## src/rtl/instruction_fetch_pkg.sv

```systemverilog
// Shared types for the instruction fetch unit: fetch FSM states, buffer entry
// layout and the sequential PC step.
package instruction_fetch_pkg;

    localparam int unsigned PC_STEP  = 4;
    localparam int unsigned DEF_IBUS = 32;
    localparam int unsigned DEF_MBUS = 32;

    typedef enum logic [1:0] {
        IDLE    = 2'd0,
        WAIT    = 2'd1,
        DISCARD = 2'd2
    } fetch_state_t;

    typedef struct packed {
        logic [DEF_IBUS-1:0] instruction;
        logic [DEF_MBUS-1:0] pc;
    } fetch_entry_t;

endpackage

```

## src/rtl/instruction_fetch_buffer.sv

```systemverilog
// Two-entry synchronous FIFO holding fetched {instruction, pc} pairs.
// The entry type is a parameter so the top can size it to its bus widths.
module fetch_buffer
    import instruction_fetch_pkg::*;
#(
    parameter type entry_t = fetch_entry_t
)
(
    input  logic   clk,
    input  logic   rst,
    input  logic   i_push,
    input  entry_t i_data,
    input  logic   i_pop,
    input  logic   i_flush,
    output entry_t o_head,
    output logic   o_full,
    output logic   o_empty
);

    entry_t     r_mem [2];
    logic       r_rd_ptr;
    logic [1:0] r_count;

    logic w_do_pop;
    logic w_do_push;
    logic w_wr_ptr;

    assign w_do_pop  = i_pop && (r_count != 2'd0);
    assign w_do_push = i_push && ((r_count != 2'd2) || w_do_pop);
    assign w_wr_ptr  = r_rd_ptr ^ r_count[0];

    always_ff @(posedge clk or negedge rst) begin
        if (!rst) begin
            r_mem[0] <= '0;
            r_mem[1] <= '0;
            r_rd_ptr <= 1'b0;
            r_count  <= 2'd0;
        end else if (i_flush) begin
            r_rd_ptr <= 1'b0;
            r_count  <= 2'd0;
        end else begin
            if (w_do_push) begin
                r_mem[w_wr_ptr] <= i_data;
            end
            if (w_do_pop) begin
                r_rd_ptr <= ~r_rd_ptr;
            end
            case ({w_do_push, w_do_pop})
                2'b10:   r_count <= r_count + 2'd1;
                2'b01:   r_count <= r_count - 2'd1;
                default: r_count <= r_count;
            endcase
        end
    end

    assign o_head  = r_mem[r_rd_ptr];
    assign o_full  = (r_count == 2'd2);
    assign o_empty = (r_count == 2'd0);

endmodule

```

## src/rtl/instruction_fetch.sv

```systemverilog
// Instruction fetch: single-outstanding memory requests into a 2-entry buffer
// feeding decode. Optional perf counters under FETCH_PERF_EN.
//
// state   | meaning
// IDLE    | nothing outstanding
// WAIT    | request outstanding, response will be buffered
// DISCARD | request outstanding, response is stale (redirected) and dropped
module instruction_fetch
    import instruction_fetch_pkg::*;
#(
    parameter int              ibus     = 32,
    parameter int              mbus     = 32,
    parameter logic [mbus-1:0] RESET_PC = '0
)
(
    input  logic            clk,
    input  logic            rst,
    output logic            imem_req,
    output logic [mbus-1:0] imem_addr,
    input  logic            imem_ack,
    input  logic [ibus-1:0] imem_rdata,
    input  logic            redirect,
    input  logic [mbus-1:0] redirect_pc,
    input  logic            dec_ready,
    output logic            dec_valid,
    output logic [ibus-1:0] instruction,
    output logic [mbus-1:0] pcDir
`ifdef FETCH_PERF_EN
    ,
    output logic [31:0]     fetch_count,
    output logic [31:0]     stall_count
`endif
);

    typedef struct packed {
        logic [ibus-1:0] instruction;
        logic [mbus-1:0] pc;
    } if_entry_t;

    fetch_state_t    r_state;
    logic            r_req;
    logic [mbus-1:0] r_addr;
    logic [mbus-1:0] r_pc;

    if_entry_t       w_head;
    if_entry_t       w_push_data;
    logic            w_full;
    logic            w_empty;
    logic            w_ack;
    logic            w_push;
    logic            w_pop;
    logic            w_busy_next;
    logic            w_issue;
    logic [1:0]      w_count;
    logic [1:0]      w_count_next;
    logic [mbus-1:0] w_pc_next;
    logic            w_unused;

    assign w_unused = ^redirect_pc[1:0];

    assign w_ack   = r_req && imem_ack;
    assign w_push  = w_ack && (r_state == WAIT) && !redirect;
    assign w_pop   = !w_empty && dec_ready && !redirect;
    assign w_count = w_full ? 2'd2 : (w_empty ? 2'd0 : 2'd1);

    assign w_push_data.instruction = imem_rdata;
    assign w_push_data.pc          = r_addr;

    always_comb begin
        w_pc_next = r_pc;
        if (redirect) begin
            w_pc_next = {redirect_pc[mbus-1:2], 2'b00};
        end else if (w_push) begin
            w_pc_next = r_pc + mbus'(PC_STEP);
        end
    end

    always_comb begin
        w_count_next = w_count;
        if (redirect) begin
            w_count_next = 2'd0;
        end else begin
            case ({w_push, w_pop})
                2'b10:   w_count_next = w_count + 2'd1;
                2'b01:   w_count_next = w_count - 2'd1;
                default: w_count_next = w_count;
            endcase
        end
    end

    // A new request may launch on the same edge that retires the previous one.
    assign w_busy_next = (r_state != IDLE) && !w_ack;
    assign w_issue     = !w_busy_next && (w_count_next < 2'd2);

    always_ff @(posedge clk or negedge rst) begin
        if (!rst) begin
            r_state <= IDLE;
            r_req   <= 1'b0;
            r_addr  <= '0;
            r_pc    <= RESET_PC;
        end else begin
            r_pc <= w_pc_next;
            case (r_state)
                IDLE: begin
                    if (w_issue) begin
                        r_state <= WAIT;
                        r_req   <= 1'b1;
                        r_addr  <= w_pc_next;
                    end
                end
                WAIT, DISCARD: begin
                    if (w_ack) begin
                        if (w_issue) begin
                            r_state <= WAIT;
                            r_addr  <= w_pc_next;
                        end else begin
                            r_state <= IDLE;
                            r_req   <= 1'b0;
                        end
                    end else if (redirect) begin
                        r_state <= DISCARD;
                    end
                end
                default: begin
                    r_state <= IDLE;
                    r_req   <= 1'b0;
                end
            endcase
        end
    end

    fetch_buffer #(
        .entry_t (if_entry_t)
    ) u_buffer (
        .clk     (clk),
        .rst     (rst),
        .i_push  (w_push),
        .i_data  (w_push_data),
        .i_pop   (w_pop),
        .i_flush (redirect),
        .o_head  (w_head),
        .o_full  (w_full),
        .o_empty (w_empty)
    );

    assign imem_req    = r_req;
    assign imem_addr   = r_addr;
    assign dec_valid   = !w_empty;
    assign instruction = w_empty ? '0 : w_head.instruction;
    assign pcDir       = w_empty ? '0 : w_head.pc;

`ifdef FETCH_PERF_EN
    logic [31:0] r_fetch_count;
    logic [31:0] r_stall_count;

    always_ff @(posedge clk or negedge rst) begin
        if (!rst) begin
            r_fetch_count <= '0;
            r_stall_count <= '0;
        end else begin
            if (w_push) begin
                r_fetch_count <= r_fetch_count + 32'd1;
            end
            if (dec_valid && !dec_ready) begin
                r_stall_count <= r_stall_count + 32'd1;
            end
        end
    end

    assign fetch_count = r_fetch_count;
    assign stall_count = r_stall_count;
`endif

endmodule
```

## config.mk

```make
export PLATFORM = sky130hd
export DESIGN_NAME = instruction_fetch
export DESIGN_NICKNAME = d
export VERILOG_FILES = /design/src/rtl/instruction_fetch_pkg.sv /design/src/rtl/instruction_fetch_buffer.sv /design/src/rtl/instruction_fetch.sv
export SDC_FILE = /design/constraint.sdc
export NUM_CORES = 1
export LEC_CHECK = 0
export BUFFER_PORTS_ARGS = -buffer_cell sky130_fd_sc_hd__buf_2
export CORE_ASPECT_RATIO = 1.4
export CORE_MARGIN = 2
export CORE_UTILIZATION = 35
export DETAILED_ROUTE_END_ITERATION = 8
export SLEW_MARGIN = 20
export SYNTH_ARGS = -nofsm -noshare
export SYNTH_HDL_FRONTEND = slang
export SYNTH_SLANG_ARGS = --single-unit
```

## constraint.sdc

```tcl
create_clock -name clk -period 3.72 [get_ports clk]
set_input_delay 0.744 -clock clk [delete_from_list [all_inputs] [get_ports clk]]
set_output_delay 0.744 -clock clk [all_outputs]
set_load 0.01 [all_outputs]
```

---- Yosys cells after proc, flatten, opt, wreduce, memory -nomap -nowiden ----
Cells that the tools add are included.
storage, ports and cells
  bits of input ports ..................... 69
  register bits after elaboration ......... 198
  output and inout bits ................... 98
cells by class
  reductions and logical operators ........ 27
  add/subtract/negate cells ............... 5
  bitwise logic cells ..................... 5
  multiplexer cells ....................... 30
  order comparisons ....................... 4
  equal/unequal tests ..................... 12
operator list
  cell                     number
  $mux W64                 4
  $mux W32                 6
  $bwmux W128              1
  $demux W64 S1            1
  $pmux W32 S2             1
  $add A32 B3 Y32 const B  1
  $mux W2                  6
  $pmux W2 S2              3
  $logic_and A1 B1 Y1      10
  $eq A2 B2 Y1 const B     4
  $ne A2 B2 Y1 const B     4
  $reduce_bool A2 Y1       4
  $mux W1                  7
  $eq A2 B1 Y1 const B     3
  $reduce_and A2 Y1        3
  $add A2 B1 Y2 const B    2
  $ge A2 B2 Y1 const B     2
  $logic_not A1 Y1         4
  $logic_not A2 Y1         2
  $not A1 Y2               2
  $sub A2 B1 Y2 const B    2
  $ne A3 B3 Y1 const B     1
  $reduce_and A3 Y1        1
  $reduce_bool A3 Y1       1
  7 further kinds          8

---- Depth between registers and ports, before layout ----
  depth after elaboration ................. 12
  gate-level depth with buffers ........... 13

---- By module ----
A second synthesis with hierarchy kept.
unflattened totals
  cell total of the unflattened synthesis .. 1002
  area total of the unflattened synthesis .. 10005.8 µm²
modules (own cells, without submodules)
  module             area an instance (µm²)  cells each  times used
  fetch_buffer       6057.1                  598         1
  instruction_fetch  3948.8                  404         1

---- Worst setup path after synthesis ----
OpenSTA, ideal clock, no wires.
  path kind ............................... input to register
  from .................................... input redirect
  to ...................................... register r_addr[12], in the netlist imem_addr[12]
  buffers on the path ..................... 5
  setup slack ............................. 0.261 ns
  arrival ................................. 3.334 ns
  stages on the path ...................... 12
  path through ............................ buf_6 -> clkbuf_1 -> buf_1 -> clkbuf_1 -> nor2_1 -> ha_1 -> and2_1 -> a221oi_2 -> nor2_2 -> nor2_4 -> buf_4 -> mux2_2
on the way
  longest elaborated chain between the ends .. 10
  elaborated cells between the ends (all ways) .. 14
  those cells by class .................... order compare (1); eq/ne (2); mux (7); reduce/logical (4)
RTL lines
  item                                                 line                                                text
  start, declared                                      instruction_fetch.sv:22                             input logic redirect,
  $logic_not A1 Y1                                     instruction_fetch.sv:62, instruction_fetch.sv:63
  $logic_and A1 B1 Y1, on equally long branches        instruction_fetch.sv:63, instruction_fetch.sv:62
  $eq A2 B1 Y1 / $eq A2 B2 Y1 (equally long branches)  instruction_fetch.sv:83                             case ({w_push, w_pop})
  $pmux W2 S2                                          instruction_fetch.sv:83
  $mux W2                                              instruction_fetch.sv:80                             if (redirect) begin
  $lt A2 B2 Y1                                         instruction_fetch.sv:93                             assign w_issue = !w_busy_next && (w_count_next < 2'd2);
  $logic_and A1 B1 Y1                                  instruction_fetch.sv:93
  $mux W32 (*)                                         instruction_fetch.sv:105, instruction_fetch.sv:113
  $mux W32                                             instruction_fetch.sv:112                            if (w_ack) begin
  $pmux W32 S2 (*)                                     instruction_fetch.sv:103                            case (r_state)
  end signal, assigned                                 instruction_fetch.sv:108                            r_addr <= w_pc_next;
  end signal, assigned                                 instruction_fetch.sv:115                            r_addr <= w_pc_next;
  end, declared                                        instruction_fetch.sv:42                             logic [mbus-1:0] r_addr;
Every way passes the cells marked *; elsewhere a longest branch is shown, timed or not. The select of a mux whose other input is x is not followed.
A chain may end at the register's enable or synchronous reset.

---- Final worst setup path ----
  from .................................... register r_state[1]
  to ...................................... register r_addr[21], in the netlist imem_addr[21]
on the way
  longest elaborated chain between the ends .. 11
  elaborated cells between the ends (all ways) .. 23
  those cells by class .................... order compare (1); eq/ne (5); mux (7); reduce/logical (10)
RTL lines
  item                                                 line                                                text
  start, declared                                      instruction_fetch.sv:40                             fetch_state_t r_state;
  start signal, assigned                               instruction_fetch.sv:97                             r_state <= IDLE;
  start signal, assigned                               instruction_fetch.sv:106                            r_state <= WAIT;
  start signal, assigned                               instruction_fetch.sv:114                            r_state <= WAIT;
  $eq A2 B1 Y1                                         instruction_fetch.sv:62, instruction_fetch.sv:103
  $logic_and A1 B1 Y1 (2 in series)                    instruction_fetch.sv:62                             assign w_push = w_ack && (r_state == WAIT) && !redirect;
  $eq A2 B1 Y1 / $eq A2 B2 Y1 (equally long branches)  instruction_fetch.sv:83
  $pmux W2 S2                                          instruction_fetch.sv:83
  $mux W2                                              instruction_fetch.sv:80
  $lt A2 B2 Y1                                         instruction_fetch.sv:93
  $logic_and A1 B1 Y1                                  instruction_fetch.sv:93
  $mux W32                                             instruction_fetch.sv:105, instruction_fetch.sv:113
  $mux W32                                             instruction_fetch.sv:112
  $pmux W32 S2                                         instruction_fetch.sv:103
Parallel ways exist; a longest one is shown, timed or not. The select of a mux whose other input is x is not followed.

==> results.py <==
metrics = {
    "run_status": {
        "status": "complete, no violations",
    },
    "global_route": {
        "grt_max_degree": 73,
        "grt_pass1_vias": 6675,
        "grt_overflow": 0,
        "grt_pass1_wl_um": 36600,
        "track_usage": 0.169,
        "antenna_found_initial": 0,
    },
    "clock_network": {
        "cts_tree": "built",
        "insertion_delay_ns": 0.46,
        "cts_setup_buffers": 0,
        "cts_resized": 0,
        "clockRootBuffer": "clkbuf_16",
        "clk_path_buf_depth": 2,
        "clkSinkCount": 198,
        "ctsHoldBuffers": 0,
        "clk_pin_slew_ns": 0.08,
        "numCtsBuffers": 17,
        "htreeDepth": 4,
    },
    "sta": {
        "setup_tns_ns": 0,
        "layout_min_cycle_time_ns": 3.13,
        "hold_violations": 0,
        "clock_skew_ns": 0.0163,
        "maxSlewViolCount": 0,
        "setup_viol_count_final": 0,
        "period_share": 0.841,
        "maxSlewHeadroom": 0.479,
        "setup_slack_ns": 0.593,
        "worstMarginPinSlew_ns": 0.781,
        "rsz0062_at_grt": "false",
        "hold_ws_ns": 0.279,
        "fmax_mhz": 320,
    },
    "pwr": {
        "combPwrFrac": 0.294,
        "p_per_area_nw_per_um2": 686,
        "p_leak_uw": 0.00501,
        "p_sw_uw": 2620,
        "swShare": 0.344,
        "p_int_uw": 5000,
        "power_frac_clock": 0.258,
        "vdd_drop_max_uv": 334,
        "finalPower_uw": 7620,
        "sequentialPowerShare": 0.448,
    },
    "placed_design": {
        "gp_congestion": 0.854,
        "port_buffers": 164,
        "dp_hpwl_um": 15500,
        "dpl_worst_slack_ns": 0.327,
    },
    "worst_setup_path": {
        "timing.rr.end": "imem_addr[21]",
        "crit_path_cell_trace": "inv_1, ha_1, and4b_1, inv_1, ha_1, and2_1, a221oi_2, nor2_2, nor2_4, mux2_2",
        "cp.arrival_ns": 3.46,
        "reg2reg_slack_ns": 0.59,
        "crit_path_end_kind": "flop",
        "cpPeakStageDelay_ns": 0.52,
        "crit_fanout": 16,
        "criticalPathCategory": "reg -> reg",
        "cp.required_ns": 4.06,
        "reg2regPathDepth": 10,
        "worst_path_max_delay_cell": "nor2_4",
        "startpoint_type": "flop",
        "reg2reg_from": "r_state[1]",
    },
    "die": {
        "start_util": 0.357,
        "die-area_um2": 28200,
        "pin_count": 167,
        "die_height_um": 198,
        "core-area_um2": 26300,
        "std_cell_rows": 70,
        "die_w_um": 142,
    },
    "yosys": {
        "synth_cell_types": 56,
        "syn_nets": 857,
        "avgSynthCellArea_um2": 12.0,
        "synth-seq-area-share": 0.528,
        "synthTopCellsByArea": "dfrtp_1 (53%), mux2_2 (18%), mux2i_1 (7.3%)",
        "synth_top_area_share": 0.528,
        "synth_area_leader_cell": "dfrtp_1",
        "synthFlopType": "dfrtp_1",
        "yosys_warnings": 0,
        "async_flop_share": 1.00,
        "netlist_area_um2": 9380,
        "ys_ff_latch": 198,
        "synth_edf_count": 0,
        "syn-instance-count": 783,
    },
    "finish": {
        "layout.nets": 1006,
        "final_util": 0.423,
        "final_common_cell": "dfrtp_1",
        "final_cell_mix": "dfrtp_1 (197), buf_2 (163), mux2_2 (147), nor2_1 (81), mux2i_1 (68)",
        "syn_to_final_growth_pct": 18.3,
        "n_antenna_cell": 0,
        "drive_above_1_share": 0.393,
        "fillers": 2563,
    },
    "detailed_routing": {
        "drt_pass1_iterations": 4,
        "routed_wl_um": 22800,
        "wl_per_cell_um": 18.0,
        "antenna_left": 0,
        "vias_per_cell": 5.10,
        "drt_iter0_drc": 316,
        "drc": 0,
        "vias": 6477,
    },
    "worst_hold_path": {
        "hp-class": "in -> async",
    },
    "job": {
        "max-cap-violations": 0,
    },
}
==> synth_stat cells (3+ instances only) <==
cell and n:
a21oi_1 16, a31oi_1 3, and2_1 3, and3_1 4, and4_1 5, buf_1 7, buf_2 13, buf_4 7
buf_6 10, clkbuf_1 12, dfrtp_1 198, ha_1 5, inv_1 11, mux2_2 147, mux2i_1 68, nand2_1 52
nand2b_1 6, nand3_1 17, nand4_1 11, nor2_1 81, nor2_2 4, nor2b_1 7, nor3_1 10, nor4_1 9
o21ai_0 11, o221ai_1 9, or3_1 3, or4_1 3, xnor2_1 12, xor2_1 9
==> cell type report <==
| class | count | area, um^2 | area share |
|---|---|---|---|
| Sequential cell | 198 | 4960 | 0.447 |
| Multi-Input combinational cell | 525 | 4110 | 0.370 |
| Timing Repair Buffer | 179 | 967 | 0.0871 |
| Clock buffer | 17 | 425 | 0.0383 |
| Tap cell | 324 | 405 | 0.0365 |
| Clock inverter | 15 | 201 | 0.0181 |
| Inverter | 11 | 41.3 | 0.00372 |
==> metal layers <==
metal / track usage / part of all wire / vias to the layer above / wire length [um]
li1: - / - / 3072 / -
met1: 0.203 / 0.42 / 3244 / 9680
met2: 0.298 / 0.52 / 138 / 11800
met3: 0.0375 / 0.039 / 23 / 891
met4: 0.0576 / 0.019 / 0 / 440
met5: 0 / 0 / - / 0
==> power by group through the flow <==
stage / logic [uW] / clock network [uW] / registers (uW)
floorplan: 1580 / 0 / 3340
global placement: 2240 / 0 / 3440
detailed placement: 2280 / 0 / 3480
CTS: 2290 / 2020 / 3430
global route: 2480 / 2110 / 3530
finish: 2240 / 1960 / 3410
==> worst max-delay path, delay by kind of cell (launching register included) <==
| family | cells | cell delay [ns] |
|---|---|---|
| muxes | 1 | 0.40 |
| and+or+nand+nor | 4 | 1.08 |
| adders and majority gates | 2 | 0.55 |
| buffers and inverters | 2 | 0.23 |
| AOI/OAI and AO/OA | 1 | 0.37 |
| DFF | 1 | 0.38 |
==> through the flow <==
stage	cell area (um^2)	std cells
final	11100	1269
after global routing	11100	1269
after CTS	11100	1269
after detailed placement	10500	1237
after global placement	10500	1237
after floorplan	9380	783
==> sequential cells by signal (all words and copies together), names as in the netlist <==
| name | flops |
|---|---|
| imem_addr | 32 |
| imem_req | 1 |
| r_pc | 32 |
| r_state | 2 |
| u_buffer.r_count | 2 |
| u_buffer.r_mem | 128 |
| u_buffer.r_rd_ptr | 1 |
==> kinds of logic after synthesis <==
kind of cell | count (synthesis) | synth area share
xor gates and xnor gates | 21 | 0.0196
adders and majority gates | 5 | 0.00667
muxes | 216 | 0.251
AOI/OAI and AO/OA | 62 | 0.0457
DFF | 198 | 0.528
and+or+nand+nor | 221 | 0.113
buffers and inverters | 60 | 0.0365
==> worst max path at each step <==
stage,start,end,slack (ns),cells past startpoint
final,r_state[1],imem_addr[21],0.59,10
after global routing,r_state[1],imem_addr[24],0.39,10
after CTS,r_state[1],imem_addr[21],0.59,10
after detailed placement,redirect,imem_addr[12],0.33,9
after global placement,redirect,imem_addr[20],0.34,9
after floorplan,redirect,imem_addr[12],0.26,12
(Power assumes the default switching activity.)
